`src/rtl/uart_pkg.sv`:
```
// Shared definitions for the UART transmit arbiter: FSM state encoding,
// byte width and the default requester count.
package uart_pkg;

  localparam int unsigned ByteW       = 8;
  localparam int unsigned DefaultNReq = 4;

  typedef enum logic [1:0] {
    StIdle  = 2'd0,
    StGuard = 2'd1,
    StWait  = 2'd2
  } arb_state_e;

endpackage

```
`src/rtl/rr_arbiter.sv`:
```
// Combinational round-robin search. The requester just after ptr has top
// priority, wrapping modulo N_REQ; ptr itself has lowest priority.
module rr_arbiter #(
  parameter int unsigned N_REQ = 4,
  parameter int unsigned IDX_W = $clog2(N_REQ)
) (
  input  logic [N_REQ-1:0] req,
  input  logic [IDX_W-1:0] ptr,
  output logic [N_REQ-1:0] grant,
  output logic [IDX_W-1:0] idx,
  output logic             valid
);

  // Two ascending passes: first the indices above ptr, then the wrap-around part.
  always_comb begin
    grant = '0;
    idx   = '0;
    valid = 1'b0;
    for (int j = 0; j < int'(N_REQ); j++) begin
      if (!valid && (j > int'(ptr)) && req[j]) begin
        valid    = 1'b1;
        grant[j] = 1'b1;
        idx      = IDX_W'(j);
      end
    end
    for (int j = 0; j < int'(N_REQ); j++) begin
      if (!valid && (j <= int'(ptr)) && req[j]) begin
        valid    = 1'b1;
        grant[j] = 1'b1;
        idx      = IDX_W'(j);
      end
    end
  end

endmodule

```
`src/rtl/uart_tx_arbiter.sv`:
```
// Shares one uart_tx between N_REQ byte-stream requesters with round-robin
// arbitration. Optional packet locking (macro UART_ARB_PKTLOCK_EN) keeps a
// multi-byte packet from being interleaved with other requesters' bytes.
module uart_tx_arbiter
  import uart_pkg::*;
#(
  parameter int unsigned N_REQ = DefaultNReq,
  parameter int unsigned IDX_W = $clog2(N_REQ)
) (
  input  logic                   clk,
  input  logic                   rst,
  input  logic [N_REQ-1:0]       req,
  input  logic [ByteW*N_REQ-1:0] data,
  input  logic [N_REQ-1:0]       last,
  output logic [N_REQ-1:0]       ack,
  output logic                   tx_wr_en,
  output logic [ByteW-1:0]       tx_byte,
  input  logic                   tx_empty,
  output logic                   busy,
  output logic [IDX_W-1:0]       owner
);

  arb_state_e       state_q;
  logic [IDX_W-1:0] ptr_q;
  logic [IDX_W-1:0] owner_q;
  logic [N_REQ-1:0] ack_q;
  logic             wr_q;
  logic [ByteW-1:0] byte_q;
  logic             busy_q;
  logic             lock_q;

  logic [N_REQ-1:0] owner_oh;
  logic             owner_req;
  logic             lock_hold;
  logic [N_REQ-1:0] elig;
  logic [N_REQ-1:0] win_oh;
  logic [IDX_W-1:0] win_idx;
  logic             win_valid;
  logic [ByteW-1:0] win_byte;
  logic             load;

  // Decode the current owner and decide whether the lock still applies.
  always_comb begin
    owner_oh = '0;
    for (int i = 0; i < int'(N_REQ); i++) begin
      owner_oh[i] = (owner_q == IDX_W'(i));
    end
  end

  assign owner_req = |(req & owner_oh);
  // A lock whose owner has dropped req is an abandoned packet: fall back to round-robin.
  assign lock_hold = lock_q & owner_req;
  assign elig      = lock_hold ? (req & owner_oh) : req;

  rr_arbiter #(
    .N_REQ(N_REQ),
    .IDX_W(IDX_W)
  ) u_rr (
    .req  (elig),
    .ptr  (ptr_q),
    .grant(win_oh),
    .idx  (win_idx),
    .valid(win_valid)
  );

  // Select the winning requester's byte from the flattened data bus.
  always_comb begin
    win_byte = '0;
    for (int i = 0; i < int'(N_REQ); i++) begin
      if (win_oh[i]) begin
        win_byte = data[i*ByteW +: ByteW];
      end
    end
  end

  assign load = (state_q == StIdle) && tx_empty && win_valid;

`ifdef UART_ARB_PKTLOCK_EN
  logic win_last;
  assign win_last = |(last & win_oh);

  // Lock follows the last flag of each granted byte; an abandoned packet releases it.
  always_ff @(posedge clk or negedge rst) begin
    if (!rst) begin
      lock_q <= 1'b0;
    end else if (load) begin
      lock_q <= ~win_last;
    end else if ((state_q == StIdle) && lock_q && !owner_req) begin
      lock_q <= 1'b0;
    end
  end
`else
  logic unused_last;
  assign unused_last = ^last;
  assign lock_q      = 1'b0;
`endif

  // Main FSM: grant in IDLE, one blind GUARD cycle, then WAIT for uart_tx to drain.
  always_ff @(posedge clk or negedge rst) begin
    if (!rst) begin
      state_q <= StIdle;
      ptr_q   <= IDX_W'(N_REQ - 1);
      owner_q <= '0;
      ack_q   <= '0;
      wr_q    <= 1'b0;
      byte_q  <= '0;
      busy_q  <= 1'b0;
    end else begin
      ack_q <= '0;
      wr_q  <= 1'b0;
      case (state_q)
        StIdle: begin
          if (load) begin
            byte_q  <= win_byte;
            ack_q   <= win_oh;
            wr_q    <= 1'b1;
            owner_q <= win_idx;
            busy_q  <= 1'b1;
            if (!lock_hold) begin
              ptr_q <= win_idx;
            end
            state_q <= StGuard;
          end
        end
        // uart_tx status lags the write strobe by a cycle, so tx_empty is ignored here.
        StGuard: state_q <= StWait;
        StWait: begin
          if (tx_empty) begin
            busy_q  <= 1'b0;
            state_q <= StIdle;
          end
        end
        default: state_q <= StIdle;
      endcase
    end
  end

  assign ack      = ack_q;
  assign tx_wr_en = wr_q;
  assign tx_byte  = byte_q;
  assign busy     = busy_q;
  assign owner    = owner_q;

endmodule
```
`config.mk`:
```
export PLATFORM = sky130hd
export DESIGN_NAME = uart_tx_arbiter
export DESIGN_NICKNAME = d
export VERILOG_FILES = /design/src/rtl/uart_pkg.sv /design/src/rtl/rr_arbiter.sv /design/src/rtl/uart_tx_arbiter.sv
export SDC_FILE = /design/constraint.sdc
export NUM_CORES = 1
export LEC_CHECK = 0
export BUFFER_PORTS_ARGS = -buffer_cell sky130_fd_sc_hd__buf_4
export CORE_MARGIN = 2
export CORE_UTILIZATION = 43
export CTS_CLUSTER_SIZE = 20
export DETAILED_ROUTE_END_ITERATION = 10
export PLACE_DENSITY = 0.79
export SYNTH_ARGS = -nofsm -noshare
export SYNTH_HDL_FRONTEND = slang
export SYNTH_SLANG_ARGS = --single-unit
```
`constraint.sdc`:
```
create_clock -name clk -period 2 [get_ports clk]
set_clock_uncertainty 0.2 [all_clocks]
set_input_delay 0.4 -clock clk [delete_from_list [all_inputs] [get_ports clk]]
set_output_delay 0.4 -clock clk [all_outputs]
set_load 0.05 [all_outputs]
```
==> impl_metrics.csv <==
group,metric,value,unit
routing,drc,0,
routing,viasPerCell,5.48,
routing,vias,1057,
sta,maxSlewViolCount,0,
finish,n_antenna_cell,0,
global_routing,grt_max_degree,21,
sta,rsz0062_at_grt,"false",
worst_setup_path,cp_max_fo,8,
floorplanning,dieArea,2780,um2
worst_setup_path,end_kind,"flip-flop",
clock_tree,cts_max_level,1,
floorplanning,die_w,52.7,um
power_and_ir_drop,peakVddDrop,0.00104,V
global_routing,track_usage,21.6,%
sta,hold_viol_final,0,
floorplanning,start_util,45.7,%
finish,final_cell_mix,"59 x buf_4, 18 x dfrtp_1, 11 x inv_1, 9 x nor2_1, 8 x nand2_1",
global_routing,grt_pass1_wl,4310,um
clock_tree,cts_tree,"built",
finish,final_util,69.2,%
placement,dp_hpwl,1980,um
floorplanning,placementRows,17,
power_and_ir_drop,leakage,0.784,nW
synthesis,syn_avg_cell_area,9.62,um2
clock_tree,clk_pin_slew,120,ps
synthesis,synthCells,106,
floorplanning,dieHeight,52.7,um
power_and_ir_drop,power,2.29,mW
sta,post-route-min-period,1930,ps
sta,finalSetupTns,0,ps
synthesis,synth.ff_latch_count,20,
outcome,outcome,"complete, no violations",
worst_setup_path,reg2reg_slack,70,ps
clock_tree,post_cts_buffers,0,
clock_tree,clockBufferDepth,2,
worst_setup_path,crit_required,1980,ps
worst_setup_path,cp.arrival,1910,ps
synthesis,synth_fp_nets,149,
worst_setup_path,crit_chain,"nor2_1, o311a_4, a221oi_1, o221ai_1",
finish,syn_to_final_growth,51.5,%
placement,gp_congestion,0.812,
sta,fin_crit_sh,96.4,%
routing,wl,2730,um
run,max_cap_viol_count,0,
routing,postRouteAntennaNets,0,
synthesis,yosysWarnings,0,
clock_tree,numClockSinks,20,
synthesis,synth_cell_types,30,
sta,setup_viol,0,
sta,max_freq,519,MHz
worst_setup_path,start_kind,"flip-flop",
synthesis,synth-seq-area-share,49.3,%
sta,slew_headroom,68.2,%
finish,final_layout_size_suffix_gt1_share,44.8,%
worst_setup_path,slowest_delay,620,ps
synthesis,synth.cell_area,1020,um2
finish,fin_nets,209,
min_path,hold_class,"primary input to flip-flop",
routing,wl_per_cell,14.2,um
worst_setup_path,crit_type,"flip-flop to flip-flop",
placement,port_buffers,54,
clock_tree,insertion_delay,300,ps
routing,dr.first_iter.drc_count,23,
power_and_ir_drop,power_density,1480,nW/um2
finish,fillers,180,
sta,tightestPinTransition,470,ps
floorplanning,pin_count,59,
floorplanning,core,2230,um2
clock_tree,cts-root-buf,"clkbuf_4",
finish,mostFrequentLayoutCell,"buf_4",
global_routing,grt-ovfl-total,0,
clock_tree,cts_buffers,3,
worst_setup_path,cpMaxStageDelayCell,"dfstp_2",
routing,dr.pass1.iters,4,
global_routing,first_global_vias,1005,
global_routing,antenna_found_initial,0,
## report_power, final
part	switching [mW]	internal (mW)
clock	0.132	0.203
combinational	0.813	0.451
sequential	0.112	0.574
## kinds of logic (layout without fill, tap and decap cells)
family | count (synthesis) | count (layout) | share of synthesized area [%]
and+or+nand+nor | 26 | 26 | 11.9
buffers and inverters | 19 | 78 | 7.85
AOI/OAI and AO/OA | 41 | 41 | 30.9
DFF | 20 | 20 | 49.3
## cells in the mapped netlist
library cell	n	area share, %
dfrtp_1	18	44
inv_1	11	4.0
nor2_1	9	3.3
a221oi_1	8	6.9
nand2_1	8	2.9
o221ai_1	8	6.9
o21ai_1	7	3.4
a21oi_1	4	2.0
o21ai_0	4	2.0
clkbuf_1	3	1.1
inv_2	3	1.1
a22oi_1	2	1.5
dfstp_2	2	5.2
nand2b_1	2	1.2
nor3_1	2	0.98
a211o_1	1	0.86
a21o_1	1	0.74
a21oi_2	1	0.86
a221o_1	1	0.98
and2_1	1	0.61
and2b_1	1	0.74
and3_1	1	0.61
buf_2	1	0.49
buf_6	1	1.1
nand3_1	1	0.49
nand3_2	1	0.98
o221a_2	1	1.1
o22a_1	1	0.86
o311a_4	1	2.1
o311ai_1	1	0.86
## worst max-delay path: cells and delay by family, from the launching register on
kind,cells,cell delay [ps]
flops,1,620
compound gates,3,890
simple gates,1,90
## worst paths after layout
check / to / cells after the start / from
hold / removal: tx_byte[3] / 3 / data[19]
max in group asynchronous: ptr_q[0] / 2 / rst
hold reg to reg: tx_byte[6] / 2 / tx_byte[6]
min in group asynchronous: tx_byte[1] / 2 / rst
setup reg to reg: tx_byte[7] / 4 / ptr_q[1]
setup / recovery: tx_byte[7] / 4 / ptr_q[1]
## per-stage QoR
| stage | hold WS, ps | std cells | setup slack (ps) | area, um2 |
|---|---|---|---|---|
| finish | 184 | 193 | 71.4 | 1550 |
| global route | 185 | 193 | 1.23 | 1550 |
| CTS | 175 | 193 | 52.7 | 1530 |
| detailed placement | 87.8 | 188 | 58.7 | 1470 |
| global placement | 83.8 | 188 | 120 | 1470 |
| floorplan | -95.6 | 106 | 223 | 1020 |
## flip-flops by register name (all words and copies together), names as in the netlist
name / flops
tx_byte: 8
ack: 4
owner: 2
ptr_q: 2
state_q: 2
busy: 1
tx_wr_en: 1
## repair_timing
item,in CTS,in global routing
hold buffers,1,0
hold endpoints to repair,20,0
gates resized for setup,0,2
setup endpoints to repair,0,1
## per-layer routing
layer | share of wire [%] | routed length, um | GRT usage (%) | vias up
met5 | 0 | 0 | 0 | -
met2 | 48 | 1300 | 35.6 | 53
met4 | 1.4 | 38 | 10.3 | 0
met3 | 7.3 | 199 | 3.71 | 5
li1 | - | - | - | 509
met1 | 44 | 1190 | 27.2 | 490
## area by class of cell
class | count | area (um2) | share of cell area, %
clock buffer | 3 | 22.5 | 1.46
clock inverter | 1 | 30.0 | 1.94
inverter | 14 | 52.6 | 3.40
multi-input combinational | 67 | 449 | 29.1
sequential | 20 | 503 | 32.6
tap | 28 | 35.0 | 2.27
timing repair buffer | 60 | 453 | 29.3
No activity file was read; power rests on OpenSTA's default activity.
